===== src/rtl/fifo_uart_tx_if.sv =====
// Handshake bundle between the FIFO read port, the UART drain stage and the TX pin.
interface fifo_uart_tx_if #(
  parameter int DATA_W = 8
);
  logic              fifo_empty;
  logic [DATA_W-1:0] rd_data;
  logic              rd_en;
  logic              tx;
  logic              busy;
  logic              byte_done;

  modport master (
    input  fifo_empty, rd_data,
    output rd_en, tx, busy, byte_done
  );

  modport slave (
    output fifo_empty, rd_data,
    input  rd_en, tx, busy, byte_done
  );
endinterface


===== src/rtl/fifo_uart_tx.sv =====
// Drains sync_fifo one byte at a time and serialises each byte as an 8N1 UART frame.
// state | meaning
// IDLE  | line high, waiting for a non-empty FIFO
// REQ   | one-cycle rd_en pulse
// LOAD  | capture rd_data into the shift register
// START | start bit (low) for CLKS_PER_BIT cycles
// DATA  | 8 data bits, LSB first
// STOP  | stop bit (high); byte_done on its last cycle
module fifo_uart_tx #(
  parameter int CLKS_PER_BIT = 4,
  parameter int DATA_W       = 8
) (
  input  logic           clk,
  input  logic           rst,
  fifo_uart_tx_if.master bus
);

  localparam int            BW        = (CLKS_PER_BIT > 1) ? $clog2(CLKS_PER_BIT) : 1;
  localparam logic [BW-1:0] BAUD_LAST = BW'(CLKS_PER_BIT - 1);
  localparam logic [2:0]    BIT_LAST  = 3'(DATA_W - 1);

  localparam logic [2:0] S_IDLE  = 3'd0;
  localparam logic [2:0] S_REQ   = 3'd1;
  localparam logic [2:0] S_LOAD  = 3'd2;
  localparam logic [2:0] S_START = 3'd3;
  localparam logic [2:0] S_DATA  = 3'd4;
  localparam logic [2:0] S_STOP  = 3'd5;

  logic [2:0]        r_state;
  logic [BW-1:0]     r_baud_cnt;
  logic [2:0]        r_bit_idx;
  logic [DATA_W-1:0] r_shift;

  logic [2:0]        w_state_next;
  logic              w_baud_last;
  logic              w_timed;

  assign w_baud_last = (r_baud_cnt == BAUD_LAST);
  assign w_timed     = (r_state == S_START) || (r_state == S_DATA) || (r_state == S_STOP);

  always_comb begin
    w_state_next = r_state;
    case (r_state)
      S_IDLE:  if (!bus.fifo_empty) w_state_next = S_REQ;
      S_REQ:   w_state_next = S_LOAD;
      S_LOAD:  w_state_next = S_START;
      S_START: if (w_baud_last) w_state_next = S_DATA;
      S_DATA:  if (w_baud_last && (r_bit_idx == BIT_LAST)) w_state_next = S_STOP;
      S_STOP:  if (w_baud_last) w_state_next = S_IDLE;
      default: w_state_next = S_IDLE;
    endcase
  end

  // Baud counter only runs in the timed states and restarts on every state change.
  always_ff @(posedge clk) begin
    if (rst) begin
      r_state    <= S_IDLE;
      r_baud_cnt <= '0;
      r_bit_idx  <= '0;
      r_shift    <= '0;
    end else begin
      r_state <= w_state_next;

      if (!w_timed || (w_state_next != r_state) || w_baud_last)
        r_baud_cnt <= '0;
      else
        r_baud_cnt <= r_baud_cnt + BW'(1);

      if (r_state == S_LOAD) begin
        r_shift   <= bus.rd_data;
        r_bit_idx <= '0;
      end else if ((r_state == S_DATA) && w_baud_last) begin
        r_shift   <= r_shift >> 1;
        r_bit_idx <= (r_bit_idx == BIT_LAST) ? 3'd0 : r_bit_idx + 3'd1;
      end
    end
  end

  assign bus.rd_en     = (r_state == S_REQ);
  assign bus.busy      = (r_state != S_IDLE);
  assign bus.byte_done = (r_state == S_STOP) && w_baud_last;

  always_comb begin
    case (r_state)
      S_START: bus.tx = 1'b0;
      S_DATA:  bus.tx = r_shift[0];
      default: bus.tx = 1'b1;
    endcase
  end

endmodule


===== src/flat_wrapper.sv =====
// flat-port wrapper written by rule: the top's interface ports become plain ports
module fifo_uart_tx_flat 
#(
  parameter int CLKS_PER_BIT = 4,
  parameter int DATA_W       = 8
)
  (clk, rst, bus_fifo_empty, bus_rd_data, bus_rd_en, bus_tx, bus_busy, bus_byte_done);
  fifo_uart_tx_if #(.DATA_W(DATA_W)) bus_i ();
  input  logic clk;
  input  logic rst;
  input wire logic [$bits(bus_i.fifo_empty)-1:0] bus_fifo_empty;
  input wire logic [$bits(bus_i.rd_data)-1:0] bus_rd_data;
  output wire logic [$bits(bus_i.rd_en)-1:0] bus_rd_en;
  output wire logic [$bits(bus_i.tx)-1:0] bus_tx;
  output wire logic [$bits(bus_i.busy)-1:0] bus_busy;
  output wire logic [$bits(bus_i.byte_done)-1:0] bus_byte_done;
  assign bus_i.fifo_empty = bus_fifo_empty;
  assign bus_i.rd_data = bus_rd_data;
  assign bus_rd_en = bus_i.rd_en;
  assign bus_tx = bus_i.tx;
  assign bus_busy = bus_i.busy;
  assign bus_byte_done = bus_i.byte_done;
  fifo_uart_tx #(.CLKS_PER_BIT(CLKS_PER_BIT), .DATA_W(DATA_W)) u_core (.clk(clk), .rst(rst), .bus(bus_i));
endmodule

===== config.mk =====
export PLATFORM = sky130hd
export DESIGN_NAME = fifo_uart_tx_flat
export DESIGN_NICKNAME = d
export VERILOG_FILES = /design/src/rtl/fifo_uart_tx_if.sv /design/src/rtl/fifo_uart_tx.sv /design/src/flat_wrapper.sv
export SDC_FILE = /design/constraint.sdc
export NUM_CORES = 1
export LEC_CHECK = 0
export CAP_MARGIN = 20
export CORE_UTILIZATION = 50
export CTS_CLUSTER_DIAMETER = 150
export CTS_CLUSTER_SIZE = 40
export DETAILED_ROUTE_END_ITERATION = 16
export HOLD_SLACK_MARGIN = 0.1
export PLACE_DENSITY = 0.85
export SYNTH_ARGS = -nofsm -noshare
export SYNTH_HDL_FRONTEND = slang
export SYNTH_SLANG_ARGS = --single-unit

===== constraint.sdc =====
create_clock -name clk -period 1.5 [get_ports clk]
set_input_delay 0.15 -clock clk [delete_from_list [all_inputs] [get_ports clk]]
set_output_delay 0.15 -clock clk [all_outputs]
set_load 0.005 [all_outputs]

==> metrics <==
status=completed; Setup crit start kind=flip-flop; share of synthesized flip-flops with an asynchronous set or reset=0%; post-detail-place hpwl=1100 um; I/O pins=15; Required @ worst endpoint=1.35 ns; sort of element at the end of the critical path=primary output; max-slew violation total from the final report=0; number of remaining DRC errors=0; number of antenna violations at the first check in global routing=0; register clock-pin slew on the reported worst setup and hold paths=0.09 ns; global-route wire length before repair=2820 um; Die Wd=43.0 um; detail-routed via count per cell=5.65; unrepaired setup endpoints after global routing=no; remaining number of nets flagged by the antenna check after routing=0; number of nets in the layout=120; via count=684; slowest cell delay on critical path=0.37 ns; PortBufs=14; RD Place Congestion=0.735; Mapped Area=840 um^2; Placement Rows=14; GRT Total Usage=19.9%; depth of the CTS H-tree=1; ant diodes=0; global route total overflow=0; Post-Syn Area per Cell=10.1 um^2; maximum clock insertion buffer count=2; met1 routing resource usage after global routing=27.8%; Slowest-stage cell, CP=dfxtp_4; Slew @ Worst Pin=0.422 ns; WL/cell=13.8 um; Tcrit/Tclk final=96.4%; Final Hold Vio Count=0; count of placed standard cells in the final layout, fillers left out=121; EDFF count, synth=0; GRT met3 Usage=2.55%; peak-usage layer in the global routing report=met2; Worst slew margin=71.8%; Leakage Power=0.396 nW; cell chain of the critical path=buf_4 > nand3b_1 > o31a_1 > clkdlybuf4s15_1; violation count after the first detailed-route iteration=5; layout cells sized above 1=31.4%; worst min-delay path class=in2reg; Worst path top cell family by delay=flip-flops; Die Height=43.0 um; GRT met2 Usage=32.4%; placed cell count=112; net count after synthesis=97; later-pin clock latency in the skew report=0.28 ns; number of setup violations in the final report=0; Crit Path Class=reg2out; clock skew=0.00113 ns; main flop type after synthesis=dfxtp_1; Initial Utilization=54.5%; most frequent cells in the layout=dfxtp_1, nor2_1, mux2i_1, clkdlybuf4s50_1, buf_4; count of filler cells inserted in the layout=124; via count of the first global-routing pass=660; shortest period the worst path allows=1.45 ns; sum of negative setup slack=0 ns; number of iterations in the first detailed-routing pass=4; library cell used as clock root buffer=clkbuf_4; area of the die=1850 um^2; portion of the post-synthesis area used by sequential elements=38.2%; area growth from synthesis to layout=28.9%; largest driver fanout on the critical path=6; total number of yosys warnings=0; Post-Route WL=1670 um; number of max-cap violations=0; maximum number of pins on one net before global-route repair=16; clock tree from TritonCTS=yes; Worst Path Arrival=1.30 ns; total CTS buffers=3; #FFs+latches synth=16; Std-Cell Core Area=1540 um^2; Critical path buffers and inverters=2; worst ir drop on vdd=758 uV; Cells after Synth=83; clock sinks=16; most frequent standard cell in the layout excluding fill and tap cells=dfxtp_1; Distinct cells, synth=28; Pwr per Cell Area=836 nW/um^2; achievable frequency=692 MHz
-- power by group --
part | total, mW | switching (mW) | leakage, nW | internal (mW)
Sequential | 0.466 | 0.0180 | 0.133 | 0.448
Combinational | 0.154 | 0.0655 | 0.242 | 0.0887
Clock | 0.285 | 0.138 | 0.0210 | 0.148
-- flip-flops by register name, summed over array words and instances (netlist names) --
name / flops
u_core.r_shift: 8
u_core.r_bit_idx: 3
u_core.r_state: 3
u_core.r_baud_cnt: 2
-- cells by family after synthesis --
family	count (synthesis)	synth area share (%)
AO/OA/AOI/OAI	17	18.3
adder cells (fa/ha/maj)	3	4.47
buffers and inverters	8	7.90
flip-flops	16	38.2
multiplexers	10	11.9
AND/OR/NAND/NOR	29	19.2
-- worst register-to-register path, stage by stage, from the launching register on --
cell	delay (ns)
dfxtp_4	0.37
buf_4	0.15
and4bb_4	0.43
mux2i_1	0.24
a211oi_2	0.09
-- cell type report --
class | instances | area (um^2) | area share [%]
multi-input cells | 60 | 484 | 44.7
flip-flops and latches | 16 | 334 | 30.9
repair buffers | 23 | 200 | 18.5
clock buffers | 4 | 36.3 | 3.35
well taps | 16 | 20.0 | 1.85
inverters | 2 | 7.51 | 0.694
-- final timing paths --
| check | startpoint | endpoint | slack [ns] | cells after the start |
|---|---|---|---|---|
| worst min register to register | u_core.r_baud_cnt[0] | u_core.r_baud_cnt[0] | 0.46 | 1 |
| worst min-delay path | bus_rd_data[7] | u_core.r_shift[7] | 0.43 | 3 |
| worst max register to register | u_core.r_state[1] | u_core.r_shift[2] | 0.11 | 4 |
| worst max-delay path | u_core.r_state[0] | bus_tx | 0.05 | 4 |
-- per-layer routing --
metal | share of wire [%] | up-vias
met5 | 0 | -
met4 | 1.3 | 0
met3 | 2.8 | 4
met2 | 47 | 12
met1 | 49 | 321
li1 | - | 347
-- cell usage after synthesis (2+ instances only) --
master / n / area, um^2
a211oi_2: 7 / 87.6
mux2i_1: 10 / 100
ha_1: 3 / 37.5
inv_1: 2 / 7.51
a21oi_1: 4 / 20.0
a2111oi_0: 2 / 17.5
nand2_1: 4 / 15.0
nor3b_1: 2 / 15.0
nand3b_1: 2 / 15.0
dfxtp_1: 16 / 320
nor3_1: 4 / 20.0
buf_6: 2 / 22.5
nor2_1: 10 / 37.5
-- metrics by stage --
stage | setup slack [ns] | instance area (um^2) | hold slack, ns | util (%) | power, mW
global placement | 0.0404 | 978 | 0.421 | 63.5 | 0.613
floorplan | 0.126 | 840 | 0.215 | - | 0.569
detailed placement | -0.0287 | 978 | 0.441 | 63.5 | 0.618
CTS | 0.0135 | 1070 | 0.436 | 69.6 | 0.910
global route | 0.0164 | 1080 | 0.454 | 70.2 | 0.940
finish | 0.0542 | 1080 | 0.434 | 70.2 | 0.905
-- timing repair --
action	in CTS	in global routing
buffers inserted	4	0
endpoints found under the setup margin	12	4
pin swaps	1	1
resized for setup	18	2
cloned	0	1
hold buffers	0	0
Power figures use the tool's default switching activity.
